$ cat src/rtl/button_conditioner.sv
// button_conditioner
//
// Multi-channel pushbutton front end. Each raw pin goes through a 2-flop
// synchronizer and then a four-state debounce FSM. The outputs per channel are
// a clean pressed level plus single-cycle press, release and long-press
// strobes. All outputs are registered.
//
// Parameters:
//   N_CH         number of independent channels (>=1)
//   DEBOUNCE_CYC synchronized cycles a new level must persist (>=1)
//   LONG_CYC     cycles after the press strobe until the long strobe (>=1)
//   ACTIVE_LOW   1: pin reads 0 when pressed (pull-up), 0: active-high pin
//
// Ports:
//   CLK          board clock, rising edge
//   RST          asynchronous active-high reset
//   btn_raw      raw asynchronous button pins
//   btn_level    debounced state, 1 = pressed
//   btn_press    one-cycle strobe on accepted press
//   btn_release  one-cycle strobe on accepted release
//   btn_long     one-cycle strobe when a hold reaches LONG_CYC
module button_conditioner #(
  parameter int N_CH         = 2,
  parameter int DEBOUNCE_CYC = 160000,
  parameter int LONG_CYC     = 16000000,
  parameter bit ACTIVE_LOW   = 1'b1
) (
  input  logic            CLK,
  input  logic            RST,
  input  logic [N_CH-1:0] btn_raw,
  output logic [N_CH-1:0] btn_level,
  output logic [N_CH-1:0] btn_press,
  output logic [N_CH-1:0] btn_release,
  output logic [N_CH-1:0] btn_long
);

  localparam int DW = $clog2(DEBOUNCE_CYC + 1);
  localparam int LW = $clog2(LONG_CYC + 1);

  typedef enum logic [1:0] {
    RELEASED     = 2'd0,
    PRESS_PEND   = 2'd1,
    PRESSED      = 2'd2,
    RELEASE_PEND = 2'd3
  } state_t;

  for (genvar gi = 0; gi < N_CH; gi++) begin : g_ch
    logic          sync0_reg;
    logic          sync1_reg;
    logic          s;
    state_t        state_reg;
    logic [DW-1:0] dcnt_reg;
    logic [LW-1:0] lcnt_reg;
    logic          level_reg;
    logic          press_reg;
    logic          release_reg;
    logic          long_reg;
    logic          lcnt_full;
    logic          lcnt_last;

    // Normalized synchronized level: 1 means pressed for either pin polarity.
    assign s = sync1_reg ^ ACTIVE_LOW;

    // The long counter saturates; the strobe fires only on the step into LONG_CYC.
    assign lcnt_full = (lcnt_reg == LW'(LONG_CYC));
    assign lcnt_last = (lcnt_reg == LW'(LONG_CYC - 1));

    always_ff @(posedge CLK or posedge RST) begin
      if (RST) begin
        // Synchronizer holds the idle pin level so no press follows reset.
        sync0_reg   <= ACTIVE_LOW;
        sync1_reg   <= ACTIVE_LOW;
        state_reg   <= RELEASED;
        dcnt_reg    <= '0;
        lcnt_reg    <= '0;
        level_reg   <= 1'b0;
        press_reg   <= 1'b0;
        release_reg <= 1'b0;
        long_reg    <= 1'b0;
      end else begin
        sync0_reg   <= btn_raw[gi];
        sync1_reg   <= sync0_reg;
        press_reg   <= 1'b0;
        release_reg <= 1'b0;
        long_reg    <= 1'b0;

        case (state_reg)
          RELEASED: begin
            if (s) begin
              state_reg <= PRESS_PEND;
              dcnt_reg  <= DW'(1);
            end
          end

          PRESS_PEND: begin
            if (!s) begin
              // Bounce: drop back without any strobe.
              state_reg <= RELEASED;
              dcnt_reg  <= '0;
            end else if (dcnt_reg == DW'(DEBOUNCE_CYC)) begin
              state_reg <= PRESSED;
              dcnt_reg  <= '0;
              level_reg <= 1'b1;
              press_reg <= 1'b1;
              lcnt_reg  <= '0;
            end else begin
              dcnt_reg <= dcnt_reg + DW'(1);
            end
          end

          PRESSED: begin
            if (!lcnt_full) begin
              lcnt_reg <= lcnt_reg + LW'(1);
              long_reg <= lcnt_last;
            end
            if (!s) begin
              state_reg <= RELEASE_PEND;
              dcnt_reg  <= DW'(1);
            end
          end

          RELEASE_PEND: begin
            // The hold is still in progress while a release is pending, so
            // the long counter keeps running here too.
            if (!lcnt_full) begin
              lcnt_reg <= lcnt_reg + LW'(1);
              long_reg <= lcnt_last;
            end
            if (s) begin
              state_reg <= PRESSED;
              dcnt_reg  <= '0;
            end else if (dcnt_reg == DW'(DEBOUNCE_CYC)) begin
              state_reg   <= RELEASED;
              dcnt_reg    <= '0;
              level_reg   <= 1'b0;
              release_reg <= 1'b1;
            end else begin
              dcnt_reg <= dcnt_reg + DW'(1);
            end
          end

          default: begin
            state_reg <= RELEASED;
            dcnt_reg  <= '0;
          end
        endcase
      end
    end

    assign btn_level[gi]   = level_reg;
    assign btn_press[gi]   = press_reg;
    assign btn_release[gi] = release_reg;
    assign btn_long[gi]    = long_reg;
  end

endmodule

$ cat config.mk
export PLATFORM = sky130hd
export DESIGN_NAME = button_conditioner
export DESIGN_NICKNAME = d
export VERILOG_FILES = /design/src/rtl/button_conditioner.sv
export SDC_FILE = /design/constraint.sdc
export NUM_CORES = 1
export LEC_CHECK = 0
export BUFFER_PORTS_ARGS = -buffer_cell sky130_fd_sc_hd__clkbuf_2
export CAP_MARGIN = 0
export CORE_MARGIN = 2
export CORE_UTILIZATION = 39
export CTS_CLUSTER_SIZE = 14
export DETAILED_ROUTE_END_ITERATION = 16
export PLACE_DENSITY = 0.6
export SLEW_MARGIN = 10
export SYNTH_ARGS = -nofsm -noshare
export SYNTH_HDL_FRONTEND = slang
export SYNTH_SLANG_ARGS = --single-unit
$ cat constraint.sdc
create_clock -name CLK -period 4.1 [get_ports CLK]
set_input_delay 0.41 -clock CLK [delete_from_list [all_inputs] [get_ports CLK]]
set_output_delay 0.41 -clock CLK [all_outputs]
set_load 0.02 [all_outputs]
==> results <==
- Entering global routing, the biggest net connects 81 pins.
- Setup violations remaining at the end of the flow were counted as 0.
- The number of distinct library cells after synthesis is 56.
- The cell count after synthesis is 566.
- The cell area that synthesis handed to floorplanning was 5270 um^2.
- The type of the setup path with the least slack is register to register.
- The number of filler cells placed in the layout is 1296.
- The routability congestion estimate is 0.777.
- The number of max-slew violations in the final report is 0.
- The H-tree generated during clock tree synthesis spans 3 levels.
- The clock transition at the registers of the reported paths is about 0.07 ns.
- Buffers inserted to repair hold after CTS numbered 0.
- The share of the Yosys chip area taken by registers is 0.476.
- The fraction of power consumed by the clock network is 0.405.
- After detailed routing, the average wire length per cell comes to 14.4 um.
- The share of power burned in combinational logic is 0.092.
- The worst-margin pin slew is approximately 1.0 ns.
- At the later pin of the worst-skew pair, clock insertion delay measures 0.35 ns.
- For this design, the slowest cell found on the critical path is sky130_fd_sc_hd__nor3_2.
- Setup repair after global routing left no endpoint under its margin.
- The die outline area is 14500 um^2.
- The final period demand of the worst path is 2.46 ns.
- The area growth from synthesis to final layout is 8.59%.
- The clock passes through at most 2 buffers.
- The post-synthesis area per instance is 9.31 um^2.
- The hold violation total from the final report is 0.
- Internal power comes to ~1.6 mW.
- The uppermost layer routed is met4.
- In this run the worst path has a maximum fanout of 15.
- Max-cap violations in this run came to 0.
- The number of warning messages in the yosys log is 0.
- The signal on the critical path passes through inv_1, ha_1, nor4b_1, and4b_1, nand3_1, nor3_2, o31ai_1.
- The data required time of the worst path is 4.30 ns.
- Of the cells placed in the final design, the portion with a size suffix greater than 1 is 0.0775.
- For the final database, setup skew stands at about 0.0085 ns.
- The number of nets in the layout is roughly 580.
- The largest stage delay on the critical path is slightly above 0.8 ns.
- Headroom to the max-slew limit came out at 0.330.
- Of all cell types, the one taking the most synthesized area is sky130_fd_sc_hd__dfrtp_1.
- The achievable clock frequency is ~400 MHz.
- STA puts the critical path data arrival time at 2.66 ns.
- The final antenna diode count is 0.
- The library cells used most frequently in the layout, excluding fill and tap cells, are sky130_fd_sc_hd__dfrtp_1, sky130_fd_sc_hd__nand2_1, sky130_fd_sc_hd__nand3_1, sky130_fd_sc_hd__nor2_1, sky130_fd_sc_hd__a21oi_1.
- The leakage power figure is 2.42 nW.
- The sequential power share is 0.503.
- At the end of the flow the core is filled with cells to 0.432.
- In this run, synthesis inferred 0 flip-flops with an integrated enable.
- Across the VDD grid, the largest voltage drop is 0.209 mV.
- The sequential cell area in the final layout is 2510 um^2.
- The flip-flop cell with the highest count after synthesis is sky130_fd_sc_hd__dfrtp_1.
- The horizontal die dimension is 120 um.
- The switching power is 0.534 mW.
- Clock tree synthesis selected as its root buffer the cell sky130_fd_sc_hd__clkbuf_16.
- The initialized floorplan defines 42 standard-cell rows.
- The DRC violations left is 0.
- The DRC violation total after the first TritonRoute iteration is 319.
- The detailed router put a total of 5230 um of wire on met1.
- The endpoint kind of the worst setup timing path is a register.
- The switching share of total power is 0.254.
- The count of port buffers added during placement is 11.
- The flip-flop count of the largest register after layout is 48.
- The starting utilization of the core area is 0.398.
- For this design the ratio of total power to cell area is 367 nW/um^2.
- The pre-antenna-repair detailed-routing pass consisted of 5 iterations.
- The run finished with clean final reports.
- In this run the standard cell core region covers 13200 um^2.
- The kind of cell with the highest combined delay along the critical path is simple AND/OR/NAND/NOR gates.
- Counting both buffers and inverters, the worst setup path holds a total of 1.
- The sum of routed wire length over all layers is 10700 um.
- The total overflow left after global routing is 0.
- After detailed routing, the met3 layer carries slightly below 300 um of wire.
- For this run, asynchronously set or reset flops after synthesis account for 1.00.
- The number of antenna violations at the first check in global routing is 0.
- The post-DP HPWL is around 7100 um.
- STA classifies the critical path startpoint as a register.
- In this run the worst hold path is classified as input pin to register.
- The count of clock tree sinks is 100.
- 12 I/O pins were placed.
- The share of synthesized area in the top cell type comes to 0.456.
- The number of global-route vias before repair was 3893.
- Counting flops and latches in the post-synthesis netlist gives 100.
- The post-synth net total is 578.
- The number of nets still failing antenna checks after routing is 0.
- Leaving out fill and tap cells, the most frequent cell in the layout is sky130_fd_sc_hd__dfrtp_1.
- The total met2 wirelength after detailed routing is between 5000 and 6000 um.
- The total via count in the routed design is 4184.
- The number of clock buffers added by TritonCTS is 9.
- Across every metal layer, demand over resource in global routing totals 0.158.
- The final-layout setup total negative slack is 0 ns.
- Dividing the detail-routed via count by the number of cells gives 5.62.
- In the final layout, the multi-input gates occupy 2550 um^2.
- Measured along the y axis, the die boundary spans 120 um.
- The number of post-CTS setup repair buffers is 0.
- The part of the cycle the worst path needs is 0.601.
- Sorting the synthesized cells by area gives the leading types as sky130_fd_sc_hd__dfrtp_1, sky130_fd_sc_hd__nand2_1, sky130_fd_sc_hd__nand3_1, sky130_fd_sc_hd__nand4_1, sky130_fd_sc_hd__nor2_1.
- The number of instances resized during post-cts repair is 0.
- The final total power is 2.10 mW.
- The TritonCTS clock tree is yes.
- The first-pass GRT wire length is roughly 19000 um.
## cell usage after synthesis (2+ instances only)
library cell               count
sky130_fd_sc_hd__nand4_1      24
sky130_fd_sc_hd__nand2b_1      6
sky130_fd_sc_hd__dfrtp_1      96
sky130_fd_sc_hd__buf_2         9
sky130_fd_sc_hd__dfstp_2       4
sky130_fd_sc_hd__a22o_1        8
sky130_fd_sc_hd__buf_4         8
sky130_fd_sc_hd__a21o_1        7
sky130_fd_sc_hd__nor4b_1       3
sky130_fd_sc_hd__a41oi_1       3
sky130_fd_sc_hd__o211ai_1      9
sky130_fd_sc_hd__clkbuf_1      9
sky130_fd_sc_hd__nand2_1      62
sky130_fd_sc_hd__nor4_1        8
sky130_fd_sc_hd__or3_1        11
sky130_fd_sc_hd__a21oi_1      29
sky130_fd_sc_hd__o31ai_1       7
sky130_fd_sc_hd__a211o_1       2
sky130_fd_sc_hd__mux2i_1       7
sky130_fd_sc_hd__nor3b_1       2
sky130_fd_sc_hd__and3_1       15
sky130_fd_sc_hd__and4_1        6
sky130_fd_sc_hd__or4_1         5
sky130_fd_sc_hd__inv_1        18
sky130_fd_sc_hd__a31oi_1      20
sky130_fd_sc_hd__or2_2         4
sky130_fd_sc_hd__nor4bb_1      2
sky130_fd_sc_hd__o21ai_0      28
sky130_fd_sc_hd__xnor2_1      13
sky130_fd_sc_hd__nor3_1       13
sky130_fd_sc_hd__ha_1          8
sky130_fd_sc_hd__o21a_1        4
sky130_fd_sc_hd__nor2_1       39
sky130_fd_sc_hd__nand3_1      40
sky130_fd_sc_hd__buf_1         2
sky130_fd_sc_hd__xor2_1       15
## worst paths after layout
check | startpoint | endpoint | slack (ns) | cells past startpoint
max | g_ch[0].dcnt_reg[0]$_DFFE_PP0P_ | g_ch[0].lcnt_reg[1]$_DFFE_PP0P_ | 1.64 | 7
max in group asynchronous | RST | g_ch[1].sync1_reg$_DFF_PP1_ | 2.90 | 3
min reg2reg | g_ch[1].sync0_reg$_DFF_PP1_ | g_ch[1].sync1_reg$_DFF_PP1_ | 0.36 | 0
max reg2reg | g_ch[0].dcnt_reg[0]$_DFFE_PP0P_ | g_ch[0].lcnt_reg[1]$_DFFE_PP0P_ | 1.64 | 7
min | btn_raw[0] | g_ch[0].sync0_reg$_DFF_PP1_ | 0.14 | 1
min in group asynchronous | RST | g_ch[0].dcnt_reg[12]$_DFFE_PP0P_ | 0.27 | 2
## metrics by stage
| stage | cell area (um^2) | hold WS [ns] | instances | setup slack [ns] |
|---|---|---|---|---|
| after floorplan | 5270 | 0.345 | 566 | 1.08 |
| after global placement | 5430 | 0.346 | 729 | 1.70 |
| after detailed placement | 5430 | 0.348 | 729 | 1.64 |
| after CTS | 5720 | 0.126 | 744 | 1.61 |
| after global routing | 5720 | 0.127 | 744 | 1.31 |
| final | 5720 | 0.136 | 744 | 1.64 |
## worst reg2reg max path, stage by stage (launching register included)
cell and delay, ns:
sky130_fd_sc_hd__dfrtp_1 0.41, sky130_fd_sc_hd__inv_1 0.11, sky130_fd_sc_hd__ha_1 0.15, sky130_fd_sc_hd__nor4b_1 0.19
sky130_fd_sc_hd__and4b_1 0.31, sky130_fd_sc_hd__nand3_1 0.19, sky130_fd_sc_hd__nor3_2 0.81, sky130_fd_sc_hd__o31ai_1 0.15
## area by class of cell
cell class | count | share of cell area
multi-input combinational | 420 | 0.445
sequential | 100 | 0.438
clock buffer | 10 | 0.0418
tap | 176 | 0.0385
timing repair buffer | 15 | 0.0149
inverter | 18 | 0.0122
clock inverter | 5 | 0.00918
## power by group through the flow
stage               logic [mW]  registers [mW]  clock network [mW]
floorplan                0.152            1.07                   0
global placement         0.190            1.07                   0
detailed placement       0.196            1.08                   0
CTS                      0.196            1.06               0.880
global route             0.224            1.07               0.913
finish                   0.194            1.06               0.852
## layer usage
layer	vias up	track usage
li1	2069	-
met3	14	0.0330
met2	60	0.253
met1	2041	0.213
met5	-	0
met4	0	0.0567
## cells by family after synthesis
group                      synth area share
and+or+nand+nor                       0.252
AOI/OAI and AO/OA                     0.153
DFF                                   0.476
buffers and inverters                0.0406
xor gates and xnor gates             0.0465
adders and majority gates            0.0190
muxes                                0.0133
No activity file was read; power rests on OpenSTA's default activity.
